==> src/rtl/compressed_fetch_aligner.sv <==
// Realigns a 32-bit word fetch stream into 16/32-bit instructions via a 4-parcel FIFO.
// Define FETCH_BYPASS_EN to forward a fetch response straight to the decoder when the FIFO is empty.
module compressed_fetch_aligner #(
    parameter logic [31:0] RESET_PC = 32'h0000_0000
) (
    input  logic        Clock,
    input  logic        ResetN,
    input  logic        Redirect,
    input  logic [31:0] RedirectPc,
    output logic        FetchReq,
    output logic [29:0] FetchAddr,
    input  logic        FetchAck,
    input  logic [31:0] FetchData,
    output logic        InstrValid,
    input  logic        InstrReady,
    output logic [31:0] InstrOut,
    output logic        InstrCompressed,
    output logic [31:0] InstrPc
);

    localparam logic [1:0] IDLE    = 2'd0;
    localparam logic [1:0] WAIT    = 2'd1;
    localparam logic [1:0] DISCARD = 2'd2;

    logic [1:0]  state;
    logic [15:0] fifoMem [4];
    logic [1:0]  rdPtr;
    logic [1:0]  wrPtr;
    logic [2:0]  count;
    logic        skipHalf;

    logic        ackAccept;
    logic        transfer;
    logic [15:0] respLo;
    logic [15:0] respHi;
    logic [1:0]  respCount;
    logic [1:0]  respUsed;
    logic [1:0]  pushCount;
    logic [1:0]  popCount;
    logic [15:0] pushFirst;
    logic [15:0] headParcel;
    logic [15:0] nextParcel;
    logic        headCompressed;
    logic        fifoValid;
    logic        bypassValid;
    logic [31:0] bypassInstr;
    logic        unusedPcLsb;

    assign unusedPcLsb = RedirectPc[0];

    assign FetchReq = (state == WAIT);

    // A response is only consumed in WAIT; a redirect in the same cycle throws it away.
    assign ackAccept = (state == WAIT) && FetchAck && !Redirect;
    assign respLo    = skipHalf ? FetchData[31:16] : FetchData[15:0];
    assign respHi    = FetchData[31:16];
    assign respCount = skipHalf ? 2'd1 : 2'd2;

    assign headParcel     = fifoMem[rdPtr];
    assign nextParcel     = fifoMem[rdPtr + 2'd1];
    assign headCompressed = (headParcel[1:0] != 2'b11);
    assign fifoValid      = (count != 3'd0) && (headCompressed || (count >= 3'd2));

`ifdef FETCH_BYPASS_EN
    logic respLoCompressed;

    assign respLoCompressed = (respLo[1:0] != 2'b11);
    // A lone upper half of a 32-bit instruction cannot be forwarded and goes into the FIFO.
    assign bypassValid = ackAccept && (count == 3'd0) && (respLoCompressed || !skipHalf);
    assign bypassInstr = respLoCompressed ? {16'h0000, respLo} : {respHi, respLo};
`else
    assign bypassValid = 1'b0;
    assign bypassInstr = 32'h0000_0000;
`endif

    always_comb begin
        InstrValid      = 1'b0;
        InstrOut        = 32'h0000_0000;
        InstrCompressed = 1'b0;
        if (bypassValid) begin
            InstrValid      = 1'b1;
            InstrOut        = bypassInstr;
            InstrCompressed = (bypassInstr[1:0] != 2'b11);
        end else if (fifoValid) begin
            InstrValid      = 1'b1;
            InstrCompressed = headCompressed;
            InstrOut        = headCompressed ? {16'h0000, headParcel} : {nextParcel, headParcel};
        end
    end

    assign transfer = InstrValid && InstrReady && !Redirect;

    always_comb begin
        popCount  = 2'd0;
        respUsed  = 2'd0;
        pushCount = 2'd0;
        if (transfer) begin
            if (bypassValid) begin
                respUsed = InstrCompressed ? 2'd1 : 2'd2;
            end else begin
                popCount = InstrCompressed ? 2'd1 : 2'd2;
            end
        end
        if (ackAccept) begin
            pushCount = respCount - respUsed;
        end
    end

    // Parcels not taken by the bypass path are stored in arrival order.
    assign pushFirst = (respUsed == 2'd0) ? respLo : respHi;

    always_ff @(posedge Clock) begin
        if (pushCount != 2'd0) begin
            fifoMem[wrPtr] <= pushFirst;
        end
        if (pushCount == 2'd2) begin
            fifoMem[wrPtr + 2'd1] <= respHi;
        end
    end

    always_ff @(posedge Clock or negedge ResetN) begin
        if (!ResetN) begin
            state     <= IDLE;
            count     <= 3'd0;
            rdPtr     <= 2'd0;
            wrPtr     <= 2'd0;
            FetchAddr <= RESET_PC[31:2];
            InstrPc   <= RESET_PC;
            skipHalf  <= RESET_PC[1];
        end else if (Redirect) begin
            count     <= 3'd0;
            rdPtr     <= 2'd0;
            wrPtr     <= 2'd0;
            FetchAddr <= RedirectPc[31:2];
            InstrPc   <= {RedirectPc[31:1], 1'b0};
            skipHalf  <= RedirectPc[1];
            // An outstanding request must still be answered before a new one is issued.
            case (state)
                WAIT:    state <= FetchAck ? IDLE : DISCARD;
                DISCARD: state <= FetchAck ? IDLE : DISCARD;
                default: state <= IDLE;
            endcase
        end else begin
            case (state)
                IDLE: begin
                    if (count <= 3'd2) begin
                        state <= WAIT;
                    end
                end
                WAIT: begin
                    if (FetchAck) begin
                        state     <= IDLE;
                        FetchAddr <= FetchAddr + 30'd1;
                        skipHalf  <= 1'b0;
                    end
                end
                DISCARD: begin
                    if (FetchAck) begin
                        state <= IDLE;
                    end
                end
                default: state <= IDLE;
            endcase
            count <= count + {1'b0, pushCount} - {1'b0, popCount};
            rdPtr <= rdPtr + popCount;
            wrPtr <= wrPtr + pushCount;
            if (transfer) begin
                InstrPc <= InstrPc + (InstrCompressed ? 32'd2 : 32'd4);
            end
        end
    end

endmodule

==> config.mk <==
export PLATFORM = sky130hd
export DESIGN_NAME = compressed_fetch_aligner
export DESIGN_NICKNAME = d
export VERILOG_FILES = /design/src/rtl/compressed_fetch_aligner.sv
export SDC_FILE = /design/constraint.sdc
export NUM_CORES = 1
export LEC_CHECK = 0
export ABC_CLOCK_PERIOD_IN_PS = 2800
export CAP_MARGIN = 30
export CORE_ASPECT_RATIO = 0.8
export CORE_MARGIN = 2
export CORE_UTILIZATION = 47
export DETAILED_ROUTE_END_ITERATION = 6
export PLACE_DENSITY = 0.8
export SLEW_MARGIN = 10
export SYNTH_ARGS = -nofsm -noshare
export SYNTH_HDL_FRONTEND = slang
export SYNTH_SLANG_ARGS = --single-unit
==> constraint.sdc <==
create_clock -name Clock -period 2.8 [get_ports Clock]
set_input_delay 0.56 -clock Clock [delete_from_list [all_inputs] [get_ports Clock]]
set_output_delay 0.56 -clock Clock [all_outputs]
set_load 0.05 [all_outputs]
==> impl_metrics.csv, run 1 <==
group,metric,value,unit
status,outcome,"finished, violations left",
status,violations,"negative setup slack",
layout,drive_above_1_share,0.329,
critical_path,regToRegSetupSlack,-0.17,ns
logic_synthesis,synth_top_cell_by_area,"edfxtp_1",
timing,period_minus_slack,3.00,ns
logic_synthesis,yosysWarningCount,0,
logic_synthesis,avgSynthCellArea,12.1,sq um
timing,layout_setup_ws,-0.202,ns
layout,area_growth,43.3,%
pwr,p_sw_frac,0.376,
placement,gp_congestion,0.922,
logic_synthesis,synth-main-ff-cell,"dfrtp_1",
critical_path,critPathLaunch,"rdPtr[1]",
global_route,grt_pass1_wl,36.3,mm
critical_path,end_kind,"output pin",
logic_synthesis,synthMuxAreaShare,0.217,
logic_synthesis,synth_nets,729,
pwr,p_int,5.78,mW
global_route,grtUsageTotal,0.265,
die,die-area,0.0178,sq mm
clocking,clockBufferDepth,2,
logic_synthesis,syn_inst,650,
pwr,comb_power_share,0.498,
die,start_util,0.478,
timing,clock.fmax,333,MHz
detailed_routing,num_vias,6585,
die,fp-row-count,42,
detailed_routing,first_pass_iters,5,
logic_synthesis,yosysMostFrequentCell,"mux2_2",
logic_synthesis,synthTopCellsByCount,"mux2_2 (85), dfrtp_1 (71), edfxtp_1 (64)",
pwr,peakVddDrop,0.512,mV
logic_synthesis,ys_top_cells_by_area,"edfxtp_1 (24%), dfrtp_1 (23%), mux2_2 (12%)",
timing,finalHoldViolCount,0,
logic_synthesis,ys_seq_elements,135,
detailed_routing,wl_met1,9.88,mm
logic_synthesis,synth-seq-area-share,0.470,
timing,clock_skew,0.0103,ns
critical_path,r2r_start,"rdPtr[1]",
clocking,h-tree-depth,4,
logic_synthesis,synth_edf_count,64,
global_route,antenna_found_initial,0,
layout,antennaDiodeCount,0,
critical_path,crit_required,2.24,ns
logic_synthesis,synth-xor-area-share,0.0468,
pwr,leakagePower,4.19,nW
placement,numPortBuffers,163,
detailed_routing,drt-total-wl,23.7,mm
timing,rsz0062_at_grt,"true",
detailed_routing,drc,0,
logic_synthesis,ys_types,55,
timing,tightest_slew,0.847,ns
hold_path,hp-class,"primary input to async pin",
detailed_routing,avgViaCountPerCell,6.10,
run,cap_violations,0,
clocking,cts-hold-fix-buffers,0,
pwr,p_switching,3.49,mW
critical_path,criticalPathCategory,"register to output pin",
global_route,grt_max_degree,74,
pwr,p_seq_frac,0.274,
global_route,gr-total-overflow,0,
die,io_pins,166,
critical_path,arrival,2.44,ns
global_route,grt_pass1_vias,6744,
logic_synthesis,synth_top_family_by_area,"multiplexers",
detailed_routing,wl_met2,11.6,mm
logic_synthesis,yosys.area_share.simple,0.136,
die,die_y,120,um
layout,regArea,0.00370,sq mm
clocking,clock_sinks,135,
critical_path,crit_end,"InstrOut[12]",
logic_synthesis,synth-adder-area-share,0.0188,
timing,timing.slew.headroom,0.436,
clocking,cts_root_buf,"clkbuf_16",
critical_path,cp-start-kind,"register",
critical_path,reg2reg_to,"count[2]",
pwr,power_per_cell_area,822,mW/mm^2
timing,fin_crit_sh,1.07,
placement,dp_hpwl,15.6,mm
clocking,cts_buffers,17,
die,core-area,0.0164,sq mm
critical_path,r2r_cells,11,
layout,num-fill-cells,1100,
logic_synthesis,synthArstFlopShare,0.526,
timing,drv_slew,0,
clocking,cts_tree,"built",
detailed_routing,postRouteAntennaNets,0,
layout,multi_input_area,0.00415,sq mm
detailed_routing,dr.max_layer_used,"met4",
pwr,clkPwrFrac,0.228,
layout,layout.nets,926,
critical_path,path_max_fanout,17,
detailed_routing,met3_length,1.60,mm
logic_synthesis,syn_area,0.00787,sq mm
logic_synthesis,synth_top_area_share,0.244,
layout,stdcell_count,1080,
clocking,path_clk_slew,0.06,ns
timing,setup_tns,-4.85,ns
timing,setup_violations,37,
clocking,clk_latency,0.42,ns
die,fp.dieW,149,um
detailed_routing,drt_iter0_markers,637,
placement,dp_cells,1035,
detailed_routing,wl_per_cell,21.9,um
logic_synthesis,synth-compound-area-share,0.0825,
[final cells by class]
| class | instances | area share |
|---|---|---|
| flip-flops and latches | 135 | 0.328 |
| clock buffers | 20 | 0.0387 |
| inverters | 11 | 0.00400 |
| well taps | 220 | 0.0244 |
| repair buffers | 218 | 0.227 |
| clock inverters | 12 | 0.00977 |
| multi-input cells | 464 | 0.368 |
[worst max-delay path, cell delays in order (launching register included)]
cell and delay, ns:
dfrtp_2 0.41, mux4_2 0.54, buf_4 0.19, a21boi_4 0.17, buf_6 0.12, or2_4 0.12
buf_12 0.15, and2_2 0.18, buf_12 0.13
[metrics by stage]
stage	worst slack, ns	hold slack, ns	instance area, sq um	utilization	power (mW)
final	-0.202	0.147	11300	0.685	9.27
after global routing	-0.292	0.186	11300	0.685	9.61
after CTS	-0.177	0.172	11100	0.675	9.18
after detailed placement	-0.154	0.560	10400	0.634	6.90
after global placement	-0.0656	0.529	10400	0.634	6.80
after floorplan	-0.325	0.264	7940	-	5.15
[power groups by stage]
stage	Sequential, mW	Combinational (mW)	Clock [mW]
final	2.54	4.62	2.11
after global placement	2.54	4.26	0
after CTS	2.53	4.52	2.13
after floorplan	2.86	2.30	0
after global routing	2.56	4.83	2.22
after detailed placement	2.56	4.34	0
[cells by family after synthesis]
kind of cell | after synthesis
compound gates | 94
xor+xnor | 42
fa+ha+maj | 10
buf+inv | 52
flops | 135
mux | 120
other cells | 1
simple gates | 196
[worst min-delay path by stage]
stage / startpoint / to / cells past startpoint
finish: ResetN / FetchAddr[24] / 2
global route: ResetN / FetchAddr[24] / 2
CTS: ResetN / FetchAddr[25] / 2
detailed placement: state[1] / state[1] / 2
global placement: state[1] / state[1] / 2
floorplan: ResetN / FetchAddr[0] / 0
[registers in the layout (all words and copies together), names as in the netlist]
name       flops
fifoMem       64
InstrPc       31
FetchAddr     30
count          3
rdPtr          2
state          2
wrPtr          2
skipHalf       1
[placed cells by master, fill, tap and decap left out, drive strengths merged, types with 9 or more instances in the layout]
cell | netlist | routed
o31ai | 9 | 9
clkdlybuf4s50 | 0 | 128
inv | 10 | 10
clkbuf | 28 | 22
dfrtp | 71 | 71
buf | 13 | 88
nand2 | 30 | 30
xor2 | 15 | 15
and3 | 32 | 32
and2 | 23 | 23
o21ai | 14 | 15
edfxtp | 64 | 64
a21oi | 20 | 20
xnor2 | 27 | 27
a31oi | 19 | 19
mux4 | 32 | 32
or3 | 9 | 9
nor2 | 36 | 36
nand4 | 14 | 14
nand3 | 11 | 11
mux2 | 85 | 85
or4 | 9 | 9
[layer usage]
layer | GRT usage | vias to the layer above
met4 | 0.0946 | 0
met5 | 0 | -
met2 | 0.428 | 301
li1 | - | 2874
met1 | 0.358 | 3362
met3 | 0.0540 | 48
[repair_timing]
action	CTS	global route
pin swaps	4	20
gates cloned	1	3
setup buffers	6	3
gates resized for setup	21	27
setup endpoints to repair	47	58
(Power assumes the default switching activity.)
==> run 2, diff against run 1 <==
--- a/config.mk
+++ b/config.mk
@@ -5,7 +5,6 @@
 export SDC_FILE = /design/constraint.sdc
 export NUM_CORES = 1
 export LEC_CHECK = 0
-export ABC_CLOCK_PERIOD_IN_PS = 2800
 export CAP_MARGIN = 30
 export CORE_ASPECT_RATIO = 0.8
 export CORE_MARGIN = 2
==> results of run 2 <==
No change in the layout: final DEF, timing and power equal those of run 1.
